===== src/rtl/intr_timer_ctrl_if.sv =====
// Bus between intr_timer_ctrl and the CSR unit: timer control, raw external pin,
// interrupt levels and acks. The slave modport is the controller side.
interface intr_timer_ctrl_if #(
  parameter int TIMER_W = 32
);
  logic               timer_en;
  logic               counter_clear;
  logic               ext_inter;
  logic               cmp_wr;
  logic [TIMER_W-1:0] cmp_wdata;
  logic               intr_ack;
  logic               ack_ext;
  logic               timer_inter;
  logic               external_inter;
  logic [TIMER_W-1:0] mtime;

  modport master (
    output timer_en, counter_clear, ext_inter, cmp_wr, cmp_wdata, intr_ack, ack_ext,
    input  timer_inter, external_inter, mtime
  );

  modport slave (
    input  timer_en, counter_clear, ext_inter, cmp_wr, cmp_wdata, intr_ack, ack_ext,
    output timer_inter, external_inter, mtime
  );
endinterface


===== src/rtl/intr_timer_ctrl.sv =====
// Machine timer with auto-reload plus debounced, one-shot external interrupt source.
// Optional macro INTR_PRIORITY_EN masks the timer output while the external source is pending.
module intr_timer_ctrl #(
  parameter int TIMER_W     = 32,
  parameter int SYNC_STAGES = 2,
  parameter int DEB_CYCLES  = 4,
  parameter int CMP_RST     = 100
) (
  input logic              clk,
  input logic              rst,
  intr_timer_ctrl_if.slave bus
);

  localparam int CNT_W = (DEB_CYCLES > 1) ? $clog2(DEB_CYCLES) : 1;

  typedef enum logic [1:0] {
    EXT_IDLE,
    EXT_PEND,
    EXT_RELEASE
  } ext_state_t;

  logic [TIMER_W-1:0]     mtime_q;
  logic [TIMER_W-1:0]     mtimecmp_q;
  logic                   tmr_pend;
  logic                   ext_pend;
  logic [SYNC_STAGES-1:0] sync_q;
  logic [CNT_W-1:0]       deb_cnt;
  ext_state_t             ext_state;

  logic match;
  logic tmr_hit;
  logic tmr_ack;
  logic ext_ack;
  logic sync_bit;
  logic deb_done;

  assign match    = (mtime_q == mtimecmp_q);
  assign tmr_hit  = bus.timer_en && !bus.counter_clear && match;
  assign tmr_ack  = bus.intr_ack && !bus.ack_ext;
  assign ext_ack  = bus.intr_ack && bus.ack_ext;
  assign sync_bit = sync_q[SYNC_STAGES-1];
  assign deb_done = (deb_cnt == CNT_W'(DEB_CYCLES - 1));

  // A match in the same cycle as a clearing ack or compare write keeps the timer pending.
  always_ff @(posedge clk or posedge rst) begin
    if (rst) begin
      mtime_q    <= '0;
      mtimecmp_q <= TIMER_W'(CMP_RST);
      tmr_pend   <= 1'b0;
    end else begin
      if (bus.cmp_wr) begin
        mtimecmp_q <= bus.cmp_wdata;
      end

      if (bus.counter_clear) begin
        mtime_q <= '0;
      end else if (tmr_hit) begin
        mtime_q <= '0;
      end else if (bus.timer_en) begin
        mtime_q <= mtime_q + TIMER_W'(1);
      end

      if (tmr_hit) begin
        tmr_pend <= 1'b1;
      end else if (bus.cmp_wr || tmr_ack) begin
        tmr_pend <= 1'b0;
      end
    end
  end

  always_ff @(posedge clk or posedge rst) begin
    if (rst) begin
      sync_q <= '0;
    end else if (SYNC_STAGES > 1) begin
      sync_q <= {sync_q[SYNC_STAGES-2:0], bus.ext_inter};
    end else begin
      sync_q <= {SYNC_STAGES{bus.ext_inter}};
    end
  end

  // The button must be seen released for the full debounce window before it can fire again.
  always_ff @(posedge clk or posedge rst) begin
    if (rst) begin
      ext_state <= EXT_IDLE;
      deb_cnt   <= '0;
      ext_pend  <= 1'b0;
    end else begin
      case (ext_state)
        EXT_IDLE: begin
          if (sync_bit) begin
            if (deb_done) begin
              ext_state <= EXT_PEND;
              ext_pend  <= 1'b1;
              deb_cnt   <= '0;
            end else begin
              deb_cnt <= deb_cnt + CNT_W'(1);
            end
          end else begin
            deb_cnt <= '0;
          end
        end
        EXT_PEND: begin
          if (ext_ack) begin
            ext_state <= EXT_RELEASE;
            ext_pend  <= 1'b0;
            deb_cnt   <= '0;
          end
        end
        EXT_RELEASE: begin
          if (!sync_bit) begin
            if (deb_done) begin
              ext_state <= EXT_IDLE;
              deb_cnt   <= '0;
            end else begin
              deb_cnt <= deb_cnt + CNT_W'(1);
            end
          end else begin
            deb_cnt <= '0;
          end
        end
        default: begin
          ext_state <= EXT_IDLE;
          deb_cnt   <= '0;
          ext_pend  <= 1'b0;
        end
      endcase
    end
  end

  assign bus.mtime          = mtime_q;
  assign bus.external_inter = ext_pend;
`ifdef INTR_PRIORITY_EN
  assign bus.timer_inter    = tmr_pend && !ext_pend;
`else
  assign bus.timer_inter    = tmr_pend;
`endif

endmodule

===== src/flat_wrapper.sv =====
// flat-port wrapper written by rule: the top's interface ports become plain ports
module intr_timer_ctrl_flat 
#(
  parameter int TIMER_W     = 32,
  parameter int SYNC_STAGES = 2,
  parameter int DEB_CYCLES  = 4,
  parameter int CMP_RST     = 100
)
  (clk, rst, bus_timer_en, bus_counter_clear, bus_ext_inter, bus_cmp_wr, bus_cmp_wdata, bus_intr_ack, bus_ack_ext, bus_timer_inter, bus_external_inter, bus_mtime);
  intr_timer_ctrl_if #(.TIMER_W(TIMER_W)) bus_i ();
  input logic clk;
  input logic rst;
  input wire logic [$bits(bus_i.timer_en)-1:0] bus_timer_en;
  input wire logic [$bits(bus_i.counter_clear)-1:0] bus_counter_clear;
  input wire logic [$bits(bus_i.ext_inter)-1:0] bus_ext_inter;
  input wire logic [$bits(bus_i.cmp_wr)-1:0] bus_cmp_wr;
  input wire logic [$bits(bus_i.cmp_wdata)-1:0] bus_cmp_wdata;
  input wire logic [$bits(bus_i.intr_ack)-1:0] bus_intr_ack;
  input wire logic [$bits(bus_i.ack_ext)-1:0] bus_ack_ext;
  output wire logic [$bits(bus_i.timer_inter)-1:0] bus_timer_inter;
  output wire logic [$bits(bus_i.external_inter)-1:0] bus_external_inter;
  output wire logic [$bits(bus_i.mtime)-1:0] bus_mtime;
  assign bus_i.timer_en = bus_timer_en;
  assign bus_i.counter_clear = bus_counter_clear;
  assign bus_i.ext_inter = bus_ext_inter;
  assign bus_i.cmp_wr = bus_cmp_wr;
  assign bus_i.cmp_wdata = bus_cmp_wdata;
  assign bus_i.intr_ack = bus_intr_ack;
  assign bus_i.ack_ext = bus_ack_ext;
  assign bus_timer_inter = bus_i.timer_inter;
  assign bus_external_inter = bus_i.external_inter;
  assign bus_mtime = bus_i.mtime;
  intr_timer_ctrl #(.TIMER_W(TIMER_W), .SYNC_STAGES(SYNC_STAGES), .DEB_CYCLES(DEB_CYCLES), .CMP_RST(CMP_RST)) u_core (.clk(clk), .rst(rst), .bus(bus_i));
endmodule

===== config.mk =====
export PLATFORM = sky130hd
export DESIGN_NAME = intr_timer_ctrl_flat
export DESIGN_NICKNAME = d
export VERILOG_FILES = /design/src/rtl/intr_timer_ctrl_if.sv /design/src/rtl/intr_timer_ctrl.sv /design/src/flat_wrapper.sv
export SDC_FILE = /design/constraint.sdc
export NUM_CORES = 1
export LEC_CHECK = 0
export ABC_AREA = 1
export ABC_CLOCK_PERIOD_IN_PS = 2400
export CORE_ASPECT_RATIO = 1.25
export CORE_MARGIN = 2
export CORE_UTILIZATION = 48
export DETAILED_ROUTE_END_ITERATION = 8
export PLACE_DENSITY = 0.83
export REMOVE_ABC_BUFFERS = 1
export SKIP_CTS_REPAIR_TIMING = 1
export SYNTH_ARGS = -nofsm -noshare
export SYNTH_HDL_FRONTEND = slang
export SYNTH_SLANG_ARGS = --single-unit

===== constraint.sdc =====
create_clock -name clk -period 2.4 [get_ports clk]
set_clock_uncertainty 0.2 [all_clocks]
set_input_delay 0.24 -clock clk [delete_from_list [all_inputs] [get_ports clk]]
set_output_delay 0.24 -clock clk [all_outputs]
set_load 0.01 [all_outputs]

==> impl_metrics.py <==
metrics = {
    "run_status": {
        "status": "complete, but fails checks",
        "violations": "hold timing",
    },
    "cells_and_area": {
        "multi_input_area_um2": 2180,
        "syn_to_final_growth_pct": 22.73,
        "stdcell_count": 762,
        "seq_area_um2": 1805,
        "diodes": 0,
        "final_nets": 679,
        "drive_gt1_share_pct": 11.21,
        "fillerInstances": 772,
    },
    "timing": {
        "finalHoldViolCount": 15,
        "fin_crit_sh_pct": 85.80,
        "report.final.slew_viol_count": 0,
        "hold_ws_ps": -16.06,
        "setup_viol": 0,
        "slew_headroom_pct": 68.75,
        "rsz0062_at_grt": "false",
        "finalCriticalPeriod_ps": 2059,
        "max_freq_ghz": 0.4856,
        "tightest_slew_ps": 468.2,
        "fin_setup_tns_ps": 0,
    },
    "drt": {
        "drt_pre_antenna_iters": 4,
        "vias_per_cell": 4.957,
        "wl_per_cell_um": 13.52,
        "drt_first_iter_violations": 164,
        "remaining_drc_errors": 0,
        "ant_nets": 0,
        "num_vias": 3777,
        "totalWireLength_um": 10300,
    },
    "clocking": {
        "cts.htree.levels": 3,
        "cts-root-buf": "clkbuf_8",
        "tritoncts": "built",
        "clk_pin_slew_ps": 80,
        "cts_buffers": 9,
        "cts.path.max_buffers": 2,
        "numClockSinks": 72,
        "clk_latency_ps": 370,
    },
    "min_path": {
        "hold_path.class": "input pin to asynchronous set/reset pin",
    },
    "global_routing": {
        "grt_pass1_vias": 3681,
        "antenna_found_initial": 0,
        "grt_max_degree": 40,
        "grt_pass1_wl_um": 16810,
        "grt-ovfl-total": 0,
        "track_usage_pct": 22.49,
    },
    "floorplan": {
        "rows": 38,
        "die_w_um": 88.81,
        "start_util_pct": 49.60,
        "dieArea_um2": 9769,
        "ios": 74,
        "die_y_um": 110.0,
        "core_area_um2": 8701,
    },
    "worst_setup_path": {
        "path_class": "flip-flop to flip-flop",
        "critical_path.max_stage_delay_ps": 500,
        "crit_chain": "xnor2_1 > nand2_1 > nor2_1 > nand2_1 > nor2_2 > nand2_4 > nand3_1 > nand2_1",
        "crit_fanout": 32,
        "crit_family": "simple AND/OR/NAND/NOR gates",
        "slowest_stage": "dfrtp_1",
        "cp_data_required_time_ps": 2460,
        "arrival_ps": 2120,
        "crit_path_start_kind": "flip-flop",
        "endpoint_kind": "flip-flop",
        "cp_common_cell": "nand2_1",
        "cp_num_buf_inv": 0,
    },
    "synth": {
        "synth_edf_count": 0,
        "ys_warn_count": 0,
        "synth.distinct_cells": 34,
        "ys_ff_latch": 72,
        "async_reset_ff_share_pct": 100.0,
        "ys.flop_type": "dfrtp_1",
        "ys_top_cells_by_area": "dfrtp_1 (40%), nand2_1 (21%), xnor2_1 (6.7%)",
        "synth_area_leader_cell": "dfrtp_1",
        "synth_area_um2": 4315,
        "seq_area_frac_synth_pct": 41.84,
        "avgSynthCellArea_um2": 7.611,
        "syn_inst": 567,
        "synth_top_cell_area_share_pct": 40.01,
    },
    "placed_design": {
        "place.gp.congestion": 0.9479,
        "dp_cells": 746,
        "port_buffers": 73,
        "dp_hpwl_um": 7617,
    },
    "pwr": {
        "irDropWorstVdd_v": 0.0002421,
        "power_density_nw_per_um2": 506.2,
        "power_leakage_nw": 2.507,
    },
    "run": {
        "maxCapViolCount": 0,
    },
}
-- cell usage in the layout, fill, tap and decap left out --
cell type	netlist	layout
nand4_1	9	9
nor2_2	8	10
clkbuf_1	6	2
inv_2	2	3
nor2_8	1	1
nand3b_1	2	2
nand2_4	2	2
nor4_1	1	1
nand3_1	37	37
nand2_2	10	10
clkbuf_8	2	12
dfstp_2	3	3
clkdlybuf4s50_1	0	73
buf_4	1	7
dfrtp_1	69	69
o21ai_0	11	11
a21oi_1	2	2
clkinvlp_4	0	1
nand3_2	15	15
xor2_1	12	12
nand2_1	239	239
ha_1	2	2
nor2_4	5	5
o211ai_1	1	1
clkinv_2	0	1
o41ai_1	1	1
xnor2_2	1	1
xnor2_1	33	33
clkinv_1	1	1
buf_12	0	1
and2_1	2	2
inv_1	43	42
nor2_1	33	31
-- stage by stage --
stage / hold slack (ps) / total power [mW] / cell area [um2] / setup slack, ps / util (%)
2_1_floorplan: 71.43 / 1.603 / 4153 / 140.0 / -
3_3_place_gp: 133.4 / 1.763 / 5111 / 388.0 / 58.74
3_5_place_dp: 148.2 / 1.792 / 5111 / 324.7 / 58.74
4_1_cts: -1.862 / 2.696 / 5296 / 311.6 / 60.87
5_1_grt: 31.94 / 2.800 / 5296 / 136.9 / 60.87
6_report: -16.06 / 2.681 / 5296 / 340.9 / 60.87
-- synth_stat cells, types with 2 or more instances --
cell type    n
dfstp_2      3
nand2_1    239
o21ai_0     11
nand3_1     37
nand3_2     15
inv_1       43
nor2_2       8
clkbuf_1     6
nand2_2     10
xor2_1      12
buf_6        6
nand3b_1     2
ha_1         2
clkbuf_8     2
nor2_4       5
nor2_1      33
dfrtp_1     69
inv_2        2
nand4_1      9
and2_1       2
nand2_4      2
a21oi_1      2
xnor2_1     33
buf_2        4
-- layout make-up --
class,count,share of cell area (%)
clock buffers,14,3.260
clock inverters,2,0.2362
inverters,46,3.260
multi-input cells,427,41.15
flip-flops and latches,72,34.09
well taps,120,2.835
repair buffers,81,15.17
-- registers in the layout (all words and copies together), names as in the netlist --
| register | cells |
|---|---|
| u_core.deb_cnt | 2 |
| u_core.bus.mtime | 32 |
| u_core.sync_q | 2 |
| u_core.ext_state | 2 |
| u_core.bus.timer_inter | 1 |
| u_core.mtimecmp_q | 32 |
| u_core.bus.external_inter | 1 |
-- kinds of logic (layout without fill, tap and decap cells) --
family | after synthesis | in the layout | share of synthesized area (%)
DFF | 72 | 72 | 41.84
adders and majority gates | 2 | 2 | 0.5798
buffers and inverters | 68 | 143 | 7.770
xor gates and xnor gates | 46 | 46 | 9.510
and+or+nand+nor | 364 | 364 | 38.42
AOI/OAI and AO/OA | 15 | 15 | 1.885
-- where the power goes --
| part | leakage (nW) | internal (mW) | switching (mW) | total [mW] |
|---|---|---|---|---|
| clock network | 0.0927 | 0.459 | 0.459 | 0.918 |
| registers | 0.934 | 1.30 | 0.0607 | 1.36 |
| logic | 1.48 | 0.188 | 0.211 | 0.399 |
-- worst paths after layout --
kind,from,to,slack [ps],cells after the start
worst min register to register,u_core.sync_q[0],u_core.sync_q[1],160,0
worst min-delay path,rst,u_core.bus.mtime[15],-20,2
max in group asynchronous,rst,u_core.mtimecmp_q[12],1420,3
worst max-delay path,u_core.bus.mtime[23],u_core.bus.mtime[14],340,8
worst max register to register,u_core.bus.mtime[23],u_core.bus.mtime[14],340,8
min in group clk,bus_ext_inter,u_core.sync_q[0],110,1
-- routing by layer --
metal / vias up / global-route usage, % / routed length, um
met5: - / 0 / 0
met4: 0 / 10.39 / 189
met3: 17 / 3.053 / 468
met2: 91 / 39.77 / 5444
met1: 1782 / 26.75 / 4196
li1: 1887 / - / -
Power figures use the tool's default switching activity.
